**config.mk**
```make
export PLATFORM = sky130hd
export DESIGN_NAME = fsm3_step_arbiter
export DESIGN_NICKNAME = d
export VERILOG_FILES = /design/src/rtl/fsm3_pkg.sv /design/src/rtl/fsm3_step_arbiter_rr_picker.sv /design/src/rtl/fsm3_step_arbiter.sv
export SDC_FILE = /design/constraint.sdc
export NUM_CORES = 1
export LEC_CHECK = 0
export ABC_AREA = 0
export ABC_CLOCK_PERIOD_IN_PS = 9040
export BUFFER_PORTS_ARGS = -buffer_cell sky130_fd_sc_hd__buf_2
export CORE_MARGIN = 1.5
export CORE_UTILIZATION = 54
export CTS_CLUSTER_SIZE = 40
export DETAILED_ROUTE_END_ITERATION = 16
export PLACE_DENSITY = 0.82
export SLEW_MARGIN = 25
export SYNTH_ARGS = -nofsm -noshare
export SYNTH_HDL_FRONTEND = slang
export SYNTH_HIERARCHICAL = 1
export SYNTH_SLANG_ARGS = --single-unit
```
**constraint.sdc**
```tcl
create_clock -name clk -period 9.04 [get_ports clk]
set_input_delay 0.904 -clock clk [delete_from_list [all_inputs] [get_ports clk]]
set_output_delay 0.904 -clock clk [all_outputs]
set_load 0.1 [all_outputs]
```
**src/rtl/fsm3_pkg.sv**
```systemverilog
// Shared types and helpers for the 3-state step FSM arbiter.
package fsm3_pkg;

    // Step FSM state encodings (shadow copy uses the same values).
    localparam logic [1:0] S0    = 2'b00;
    localparam logic [1:0] S1    = 2'b01;
    localparam logic [1:0] S2    = 2'b10;
    localparam logic [1:0] S_INV = 2'b11;

    // Arbiter controller states.
    typedef enum logic [2:0] {
        INIT,
        IDLE,
        STEP,
        CHECK,
        DONE
    } ctrl_state_t;

    // State reached after one din pulse; S2 wraps to S0.
    function automatic logic [1:0] next3(input logic [1:0] s);
        logic [1:0] r;
        case (s)
            S0:      r = S1;
            S1:      r = S2;
            default: r = S0;
        endcase
        return r;
    endfunction

    // Number of pulses needed to move from 'from' to 'to', i.e. (to-from) mod 3.
    // Only meaningful for valid (non-S_INV) encodings.
    function automatic logic [1:0] dist3(input logic [1:0] from, input logic [1:0] to);
        logic [2:0] t;
        t = {1'b0, to} + 3'd3 - {1'b0, from};
        if (t >= 3'd3) begin
            t = t - 3'd3;
        end
        return t[1:0];
    endfunction

endpackage

```
**src/rtl/fsm3_step_arbiter_rr_picker.sv**
```systemverilog
// Round-robin picker: first asserted request at or after ptr, wrapping modulo N.
module rr_picker #(
    parameter int N    = 4,
    parameter int IDXW = $clog2(N)
) (
    input  logic [N-1:0]    req,
    input  logic [IDXW-1:0] ptr,
    output logic            valid,
    output logic [IDXW-1:0] idx
);

    // Scan N candidates starting at ptr; the first hit wins.
    always_comb begin : pick
        logic [IDXW:0]   sum;
        logic [IDXW-1:0] cand;
        valid = 1'b0;
        idx   = '0;
        sum   = '0;
        cand  = '0;
        for (int unsigned k = 0; k < N; k++) begin
            sum = {1'b0, ptr} + (IDXW+1)'(k);
            if (sum >= (IDXW+1)'(N)) begin
                sum = sum - (IDXW+1)'(N);
            end
            cand = sum[IDXW-1:0];
            if (!valid && req[cand]) begin
                valid = 1'b1;
                idx   = cand;
            end
        end
    end

endmodule

```
**src/rtl/fsm3_step_arbiter.sv**
```systemverilog
// Round-robin controller sharing one 3-state cyclic step FSM among N requesters.
// Grants one requester, pulses fsm_din the required number of times, checks
// fsm_dout against a shadow state, then acknowledges.
module fsm3_step_arbiter
    import fsm3_pkg::*;
#(
    parameter int N    = 4,
    parameter int IDXW = $clog2(N)
) (
    input  logic              clk,
    input  logic              rst,
    input  logic [N-1:0]      req,
    input  logic [2*N-1:0]    tgt,
    output logic [N-1:0]      ack,
    output logic              ack_err,
    output logic              busy,
    output logic [IDXW-1:0]   grant_idx,
    output logic [1:0]        cur_state,
    output logic              fsm_rst,
    output logic              fsm_din,
    input  logic              fsm_dout,
    output logic              mismatch,
    input  logic              clr_mismatch
);

    ctrl_state_t     state, state_nx;
    logic [IDXW-1:0] ptr;
    logic [1:0]      steps_q;
    logic [1:0]      tgt_q;
    logic            last_done;
    logic [N-1:0]    done_mask;
    logic [N-1:0]    req_eff;
    logic            pick_valid;
    logic [IDXW-1:0] pick_idx;
    logic [1:0]      tgt_pick;
    logic [1:0]      steps_pick;
    logic            mm_hit;

    // Requester acked in the previous cycle is ignored for one IDLE cycle,
    // giving its client time to drop req.
    always_comb begin
        done_mask = '0;
        if (last_done) begin
            done_mask[grant_idx] = 1'b1;
        end
    end

    assign req_eff = req & ~done_mask;

    rr_picker #(
        .N    (N),
        .IDXW (IDXW)
    ) u_pick (
        .req   (req_eff),
        .ptr   (ptr),
        .valid (pick_valid),
        .idx   (pick_idx)
    );

    assign tgt_pick   = tgt[{pick_idx, 1'b0} +: 2];
    assign steps_pick = dist3(cur_state, tgt_pick);

    // Controller state register.
    always_ff @(posedge clk or negedge rst) begin
        if (!rst) begin
            state <= INIT;
        end else begin
            state <= state_nx;
        end
    end

    // Next-state logic.
    always_comb begin
        state_nx = state;
        case (state)
            INIT:  state_nx = IDLE;
            IDLE: begin
                if (pick_valid) begin
                    if (tgt_pick == S_INV) begin
                        state_nx = DONE;
                    end else if (steps_pick == 2'd0) begin
                        state_nx = CHECK;
                    end else begin
                        state_nx = STEP;
                    end
                end
            end
            STEP: begin
                if (steps_q == 2'd1) begin
                    state_nx = CHECK;
                end
            end
            CHECK: state_nx = DONE;
            DONE:  state_nx = IDLE;
            default: state_nx = INIT;
        endcase
    end

    // Moore outputs decoded from the controller state. fsm_rst is gated by the
    // reset input so it stays low while reset is held and pulses for the single
    // INIT cycle after release.
    always_comb begin
        ack     = '0;
        ack_err = 1'b0;
        busy    = (state != IDLE);
        fsm_din = (state == STEP);
        fsm_rst = (state == INIT) && rst;
        if (state == DONE) begin
            ack[grant_idx] = 1'b1;
            ack_err        = (tgt_q == S_INV);
        end
    end

    // Grant, target, step count, shadow state and round-robin pointer.
    always_ff @(posedge clk or negedge rst) begin
        if (!rst) begin
            grant_idx <= '0;
            ptr       <= '0;
            cur_state <= S0;
            steps_q   <= '0;
            tgt_q     <= S0;
            last_done <= 1'b0;
        end else begin
            last_done <= (state == DONE);
            case (state)
                INIT: cur_state <= S0;
                IDLE: begin
                    if (pick_valid) begin
                        grant_idx <= pick_idx;
                        tgt_q     <= tgt_pick;
                        steps_q   <= (tgt_pick == S_INV) ? 2'd0 : steps_pick;
                    end
                end
                STEP: begin
                    cur_state <= next3(cur_state);
                    steps_q   <= steps_q - 2'd1;
                end
                DONE: begin
                    ptr <= (grant_idx == IDXW'(N-1)) ? '0 : grant_idx + IDXW'(1);
                end
                default: ;
            endcase
        end
    end

    assign mm_hit = (state == CHECK) && (fsm_dout != (cur_state == S2));

    // Sticky mismatch flag; a fresh mismatch takes priority over a clear.
    always_ff @(posedge clk or negedge rst) begin
        if (!rst) begin
            mismatch <= 1'b0;
        end else if (mm_hit) begin
            mismatch <= 1'b1;
        end else if (clr_mismatch) begin
            mismatch <= 1'b0;
        end
    end

endmodule

```
==> metrics.csv, run 1 <==
metric,value,unit
synth_top_area_frac,0.3686,
drv_slew,0,
setup_tns,0,ps
wl,2.004,mm
grt_pass1_vias,768,
syn_nets,129,
fp.dieH,46.43,um
antenna_found_initial,0,
ys_seq_area_frac,0.3686,
path_buf_inv,2,
cts_tree,done,
hpwl,1.606,mm
utilization,0.6867,
cts_buffer_depth,2,
worst-endpoint-arrival,4440,ps
skew,3.899,ps
antenna_cells,0,
max-slew-margin-rel,0.6775,
max_freq,234.3,MHz
grt_max_degree,17,
final_nets,158,
hold_class,input pin to asynchronous set/reset pin,
hold_viol_final,0,
initial_core_util,0.5835,
crit_fanout,5,
ctsHoldBuffers,0,
path_cells,buf_2 > a21boi_0 > inv_1 > a221o_1 > a21oi_1 > mux4_2 > ha_1 > fa_1 > ha_1 > nor2_1 > mux2_2 > a311o_1,
criticalPathCategory,input pin to flop,
avgRoutedWirePerCell,12.68,um
tightest_slew,487.1,ps
io_pins,29,
cts.clk_slew.worst_paths,80,ps
yosysTopAreaCell,dfrtp_1,
post-route-period-util,0.4721,
synthCells,105,
firstDrtPassIters,4,
crit_path_end_kind,flop,
grt_pass1_wl,3.312,mm
worst_ep_required_time,9210,ps
cp-startpoint,req[1],
reg2reg_slack,4770,ps
routabilityCongestion,0.8149,
status,"complete, no violations",
max_cap_violations,0,
syn_area,1018,um^2
ys_seq_elements,15,
yosysWarningCount,6,
die_w,46.43,um
drt_iter0_markers,31,
syn_to_final_growth,17.69,%
cp_slowest_cell,mux4_2,
start_kind,input pin,
rsz0062_at_grt,no,
vias,878,
min_period,4268,ps
port_buffers,28,
cts_resized,0,
crit_top_cell,ha_1,
synth_area_leaders,"dfrtp_1, ha_1, mux2_2, mux4_2, inv_1",
routed_via_density,5.557,
cpPeakStageDelay,620,ps
drc,0,
synth.distinct_cells,33,
final_layout_size_suffix_gt1_frac,0.3308,
critical-path-top-delay-family,compound AO/OA/AOI/OAI gates,
finalWorstSetupSlack,4772,ps
clock_latency,280,ps
setup_viol,0,
postRouteAntennaNets,0,
syn_area_per_cell,9.700,um^2
core_area,1745,um^2
cts_buffers,3,
die_area,2156,um^2
timing.rr.start,grant_idx[0],
row_count,15,
root_buffer,clkbuf_4,
htree_levels,1,
overflow,0,
place_ws,4491,ps
cts_setup_buffers,0,
grt.total_usage,0.2233,
holdWs,515.7,ps
clkSinkCount,15,
per-stage QoR:
stage / std cells / area [um^2]
final: 158 / 1199
after global routing: 158 / 1199
after CTS: 158 / 1199
after detailed placement: 154 / 1172
after global placement: 154 / 1172
after floorplan: 105 / 1018
registers in the layout, indices dropped and copies added, names as in the netlist:
register,cells
cur_state,2
grant_idx,2
last_done,1
mismatch,1
ptr,2
state,3
steps_q,2
tgt_q,2
routing by layer:
metal  GRT usage  wire (um)
met5           0          0
met4     0.08571         18
met3     0.05882        120
met2      0.3417        935
met1      0.3010        930
layout by cell type (no fill, tap or decap), types with 2 or more instances in the layout:
cell      instances
buf_2            28
dfrtp_1          15
inv_1            11
nor2_1            7
a21oi_1           7
mux2_2            7
ha_1              7
and3_1            5
nand2_1           4
a21boi_0          4
nand2b_1          3
nand3_1           3
o21ai_0           3
o22ai_1           3
clkbuf_4          3
mux4_2            2
or3b_2            2
o221ai_1          2
nor2b_1           2
synth_stat cells:
cell and n:
dfrtp_1 15, inv_1 11, a21oi_1 7, ha_1 7, mux2_2 7, nor2_1 7
and3_1 5, a21boi_0 4, nand2_1 4, nand2b_1 3, nand3_1 3, o21ai_0 3
o22ai_1 3, buf_2 2, clkbuf_1 2, mux4_2 2, nor2b_1 2, o221ai_1 2
or3b_2 2, a21o_1 1, a221o_1 1, a311o_1 1, and2_0 1, fa_1 1
inv_2 1, nand3b_1 1, nand4_1 1, nand4bb_1 1, nor3_1 1, nor4b_1 1
o32ai_1 1, or2_2 1, xnor2_1 1
worst paths after layout:
kind | endpoint | cells past startpoint
worst max register to register | state[0] | 12
worst max-delay path | state[0] | 12
worst min register to register | tgt_q[1] | 1
max in group asynchronous | cur_state[1] | 1
worst min-delay path | grant_idx[0] | 1
min in group clk | tgt_q[1] | 1
kinds of logic after synthesis:
kind of cell               count (synthesis)  synth area share
and+or+nand+nor                           33            0.1843
AOI/OAI and AO/OA                         23            0.1499
buffers and inverters                     16           0.06143
DFF                                       15            0.3686
muxes                                      9            0.1216
adders and majority gates                  8            0.1056
xor gates and xnor gates                   1          0.008601
layout make-up:
cell class,instances,area [um^2]
timing repair buffer,28,140.1
tap,25,31.28
inverter,12,45.04
fill,144,546.8
clock buffer,4,26.28
multi-input combinational,74,580.6
sequential,15,375.4
Power of run 1 is left out: the tool's default activity adds up to more than one toggle a clock period on the data nets, which glitch-free logic cannot reach.
==> run 2: changes to the inputs <==
--- a/config.mk
+++ b/config.mk
@@ -6,13 +6,13 @@
 export NUM_CORES = 1
 export LEC_CHECK = 0
 export ABC_AREA = 0
-export ABC_CLOCK_PERIOD_IN_PS = 9040
+export ABC_CLOCK_PERIOD_IN_PS = 4300
 export BUFFER_PORTS_ARGS = -buffer_cell sky130_fd_sc_hd__buf_2
 export CORE_MARGIN = 1.5
-export CORE_UTILIZATION = 54
+export CORE_UTILIZATION = 51
 export CTS_CLUSTER_SIZE = 40
 export DETAILED_ROUTE_END_ITERATION = 16
-export PLACE_DENSITY = 0.82
+export PLACE_DENSITY = 0.79
 export SLEW_MARGIN = 25
 export SYNTH_ARGS = -nofsm -noshare
 export SYNTH_HDL_FRONTEND = slang
==> constraint.sdc (replaced) <==
create_clock -name clk -period 4.3 [get_ports clk]
set_input_delay 0.43 -clock clk [delete_from_list [all_inputs] [get_ports clk]]
set_output_delay 0.43 -clock clk [all_outputs]
set_load 0.1 [all_outputs]
==> run 2 against run 1 <==
  * Cell count up 0.63%
  * Clock-buffer cell count unchanged
  * Sequential share of layout area about the same
  * Critical path depth up 1
  * Worst hold slack lost 490 ps
  * Clock skew increased by 1.1 ps
  * Non-clock buffer count increased by 1
  * First-iteration DRC count is 65% higher
  * Wire length up 11%
  * Utilization down 1.2 points
  * Via count increased by 4.7%
  * Sequential cell count unchanged
==> metrics.csv, run 2 (same netlist as run 1, synthesis figures left out) <==
metric,value,unit,change
post-route-period-util,0.9559,,
root_buffer,clkbuf_4,,
setup_tns,0,ps,unchanged
cts_tree,done,,
finalWorstSetupSlack,189.5,ps,-4583 ps
max_cap_violations,0,,unchanged
hpwl,1.698,mm,+5.8%
path_buf_inv,2,,unchanged
grt.total_usage,0.2311,,+0.007820
max-slew-margin-rel,0.6753,,-0.002143
largest_reg_flops,3,,unchanged
core_area,1802,um^2,+3.2%
tightest_slew,482.7,ps,-4.467 ps
status,"complete, no violations",,
crit_top_cell,ha_1,,
port_buffers,28,,unchanged
drt_iter0_markers,51,,+65%
initial_core_util,0.5653,,-0.01823
cts_buffers,3,,unchanged
row_count,15,,unchanged
worst_ep_required_time,4470,ps,-4740 ps
die_w,47.69,um,+2.7%
clock_latency,280,ps,about the same
routabilityCongestion,0.7671,,-5.9%
criticalPathCategory,flop to flop,,
cts.clk_slew.worst_paths,100,ps,+20 ps
max_freq,243.3,MHz,
reg2reg_slack,190,ps,-4580 ps
critical-path-top-delay-family,compound AO/OA/AOI/OAI gates,,
final_layout_size_suffix_gt1_frac,0.3582,,+0.02738
place_ws,114.8,ps,-4376 ps
antenna_cells,0,,unchanged
cpPeakStageDelay,580,ps,-40 ps
wl,2.221,mm,+11%
io_pins,29,,unchanged
start_kind,flop,,
clkSinkCount,15,,unchanged
nFillCells,149,,+3.5%
drv_slew,0,,unchanged
setup_viol,0,,unchanged
hold_viol_final,0,,unchanged
final_cell_mix,"buf_2, dfrtp_1, inv_1",,
routed_via_density,5.780,,+4.0%
cp_slowest_cell,mux4_2,,
fp.dieH,47.69,um,+2.7%
antenna_found_initial,0,,unchanged
avgRoutedWirePerCell,13.97,um,+10%
drc,0,,unchanged
cts_buffer_depth,2,,unchanged
ctsHoldBuffers,0,,unchanged
hold_class,input pin to asynchronous set/reset pin,,
vias,919,,+4.7%
overflow,0,,unchanged
grt_max_degree,17,,unchanged
crit_path_end_kind,flop,,
final_common_cell,buf_2,,
firstDrtPassIters,4,,unchanged
crit_fanout,5,,unchanged
grt_pass1_wl,3.588,mm,+8.3%
grt_pass1_vias,835,,+8.7%
min_period,4111,ps,
die_area,2274,um^2,+5.5%
worst-endpoint-arrival,4280,ps,-160 ps
syn_to_final_growth,19.29,%,
largest_register,state,,
final_nets,159,,+0.63%
rsz0062_at_grt,no,,
htree_levels,1,,unchanged
skew,4.963,ps,+1.064 ps
path_cells,inv_1 > ha_1 > a21boi_1 > inv_1 > a221o_1 > a21oi_2 > mux4_2 > ha_1 > fa_1 > ha_1 > nor2_1 > mux2_2 > a311o_1,,
postRouteAntennaNets,0,,unchanged
[run 2: changes by cell type in the layout (fill, tap and decap cells not counted)]
| cell | before | now |
|---|---|---|
| dfrtp_1 | 15 | 13 |
| a21boi_0 | 4 | 3 |
| a21boi_1 | 0 | 1 |
| a21oi_1 | 7 | 6 |
| a21oi_2 | 0 | 1 |
| buf_4 | 0 | 1 |
| dfrtp_2 | 0 | 1 |
| dfrtp_4 | 0 | 1 |
[run 2: final timing paths]
path | start | to | cells after the start
min in group clk | clr_mismatch | mismatch | 2
worst max register to register | grant_idx[1] | state[0] | 13
worst min register to register | tgt_q[1] | tgt_q[1] | 1
worst min-delay path | rst | mismatch | 1
worst max-delay path | grant_idx[1] | state[0] | 13
max in group asynchronous | rst | grant_idx[1] | 1
[run 2: what timing repair did]
action / CTS / global route
endpoints found under the setup margin: 0 / 2
buffers inserted: 0 / 0
gates resized for setup: 0 / 2
[run 2: per-stage QoR]
| stage | instance area, um^2 | std cells | hold WS, ps | util |
|---|---|---|---|---|
| 6_report | 1215 | 159 | 28.16 | 0.6743 |
| 3_5_place_dp | 1185 | 155 | 357.9 | 0.6576 |
| 5_1_grt | 1215 | 159 | 49.03 | 0.6743 |
| 2_1_floorplan | 1023 | 105 | 134.4 | - |
| 4_1_cts | 1211 | 159 | 50.23 | 0.6722 |
| 3_3_place_gp | 1185 | 155 | 353.5 | 0.6576 |
[run 2: area by class of cell]
cell class | instances | area [um^2] | area share
clock buffer | 4 | 26.28 | 0.02163
inverter | 12 | 45.04 | 0.03708
multi-input combinational | 74 | 584.3 | 0.4809
sequential | 15 | 380.4 | 0.3131
tap | 25 | 31.28 | 0.02575
timing repair buffer | 29 | 147.6 | 0.1215
[run 2: routing by layer]
layer | GRT usage | vias to the layer above | wire [um]
met1 | 0.2952 | 440 | 979
met3 | 0.05283 | 2 | 175
li1 | - | 432 | -
met5 | 0 | - | 0
met2 | 0.3867 | 45 | 1049
met4 | 0.07568 | 0 | 17
Power of run 2 is left out for the same reason.
==> run 3: changes to the inputs <==
--- a/config.mk
+++ b/config.mk
@@ -13,6 +13,7 @@
 export CTS_CLUSTER_SIZE = 40
 export DETAILED_ROUTE_END_ITERATION = 16
 export PLACE_DENSITY = 0.79
+export RECOVER_POWER = 100
 export SLEW_MARGIN = 25
 export SYNTH_ARGS = -nofsm -noshare
 export SYNTH_HDL_FRONTEND = slang
==> run 3 against run 2 <==
  * Highest routed layer unchanged
  * Wire length down 0.77%
  * Utilization down 1.2 points
  * Fmax about the same
  * Cell count unchanged
  * Non-clock buffer count unchanged
  * Largest cell class unchanged
  * Critical path depth unchanged
  * Via count up 0.87%
==> metrics.csv, run 3 (same netlist as run 1, synthesis figures left out) <==
metric,value,unit,change
crit_fanout,5,,unchanged
postRouteAntennaNets,0,,unchanged
cts_buffers,3,,unchanged
cts_buffer_depth,2,,unchanged
cts.clk_slew.worst_paths,100,ps,about the same
wl,2.204,mm,-0.77%
avgRoutedWirePerCell,13.86,um,-0.77%
max_cap_violations,0,,unchanged
final_nets,159,,unchanged
final_common_cell,clkbuf_1,,
core_area,1802,um^2,unchanged
drc,0,,unchanged
start_kind,flop,,
initial_core_util,0.5653,,unchanged
largest_reg_flops,3,,unchanged
skew,3.906,ps,-1.057 ps
port_buffers,28,,unchanged
max-slew-margin-rel,0.2183,,-0.4570
largest_register,state,,
row_count,15,,unchanged
firstDrtPassIters,6,,+2
grt_pass1_wl,3.588,mm,unchanged
cp-startpoint,grant_idx[1],,
routabilityCongestion,0.7671,,unchanged
cts_setup_buffers,0,,unchanged
antenna_found_initial,0,,unchanged
final_layout_size_suffix_gt1_frac,0.2313,,-0.1269
final_cell_mix,"clkbuf_1, dfrtp_1, buf_2",,
drv_slew,0,,unchanged
hold_viol_final,0,,unchanged
setup_tns,0,ps,unchanged
root_buffer,clkbuf_4,,
overflow,0,,unchanged
crit_path_end_kind,flop,,
die_w,47.69,um,unchanged
criticalPathCategory,flop to flop,,
tightest_slew,1178,ps,+694.9 ps
drt_iter0_markers,36,,-29%
grt.total_usage,0.2311,,unchanged
grt_max_degree,17,,unchanged
setup_viol,0,,unchanged
rsz0062_at_grt,no,,
die_area,2274,um^2,unchanged
io_pins,29,,unchanged
post-route-period-util,0.9556,,about the same
fp.dieH,47.69,um,unchanged
routed_via_density,5.830,,+0.87%
min_period,4109,ps,-1.612 ps
worst_ep_required_time,4470,ps,about the same
htree_levels,1,,unchanged
antenna_cells,0,,unchanged
worst-endpoint-arrival,4280,ps,about the same
ctsHoldBuffers,0,,unchanged
nFillCells,164,,+10%
hold_class,input pin to asynchronous set/reset pin,,
status,"complete, no violations",,
syn_to_final_growth,17.08,%,
cts_tree,done,,
clkSinkCount,15,,unchanged
grt_pass1_vias,835,,unchanged
vias,927,,+0.87%
timing.rr.start,grant_idx[1],,
hpwl,1.698,mm,unchanged
max_freq,243.4,MHz,about the same
clock_latency,280,ps,about the same
==> run 3: changes by cell type in the layout (fill, tap and decap cells not counted), sizes merged <==
cell | previous run | this run
clkbuf | 4 | 19
buf | 29 | 14
==> run 3: path summary, 6_finish.rpt <==
check                                    end  slack, ps  cells past startpoint
worst min-delay path                mismatch        200                      1
min in group clk                    mismatch        330                      2
worst min register to register      tgt_q[1]        510                      1
max in group asynchronous       grant_idx[1]       3520                      1
worst max-delay path                state[0]        190                     13
worst max register to register      state[0]        190                     13
==> run 3: worst max-delay path, stage by stage (launching register included) <==
cell and delay, ps:
dfrtp_4 440, inv_1 60, ha_1 210, a21boi_1 270, inv_1 110, a221o_1 380, a21oi_2 200, mux4_2 580
ha_1 230, fa_1 480, ha_1 230, nor2_1 120, mux2_1 340, a311o_1 350
==> run 3: area by class of cell <==
cell class                      instances  area (um^2)  area share
Clock buffer                            4        26.28     0.02204
Inverter                               12        45.04     0.03778
Multi-Input combinational cell         74        584.3      0.4900
Sequential cell                        15        379.1      0.3179
Tap cell                               25        31.28     0.02623
Timing Repair Buffer                   29        126.4      0.1060
==> run 3: through the flow <==
stage                     hold WS (ps)  cell area, um^2  instances  utilization  setup slack [ps]
final                            197.0             1192        159       0.6618             191.1
after global routing             266.6             1192        159       0.6618             27.10
after CTS                        50.23             1211        159       0.6722             14.75
after detailed placement         357.9             1185        155       0.6576             114.8
after global placement           353.5             1185        155       0.6576             292.7
after floorplan                  134.4             1023        105            -             42.01
==> run 3: what timing repair did <==
| item | in CTS | in global routing |
|---|---|---|
| resized for setup | 0 | 2 |
| endpoints found under the setup margin | 0 | 2 |
| endpoints found under the hold margin | 0 | 0 |
==> run 3: metal layers <==
layer,global-route usage,share of wire
met2,0.3867,0.50
met3,0.05283,0.066
met5,0,0
met4,0.07568,0.0064
met1,0.2952,0.43
Power of run 3 is left out for the same reason.
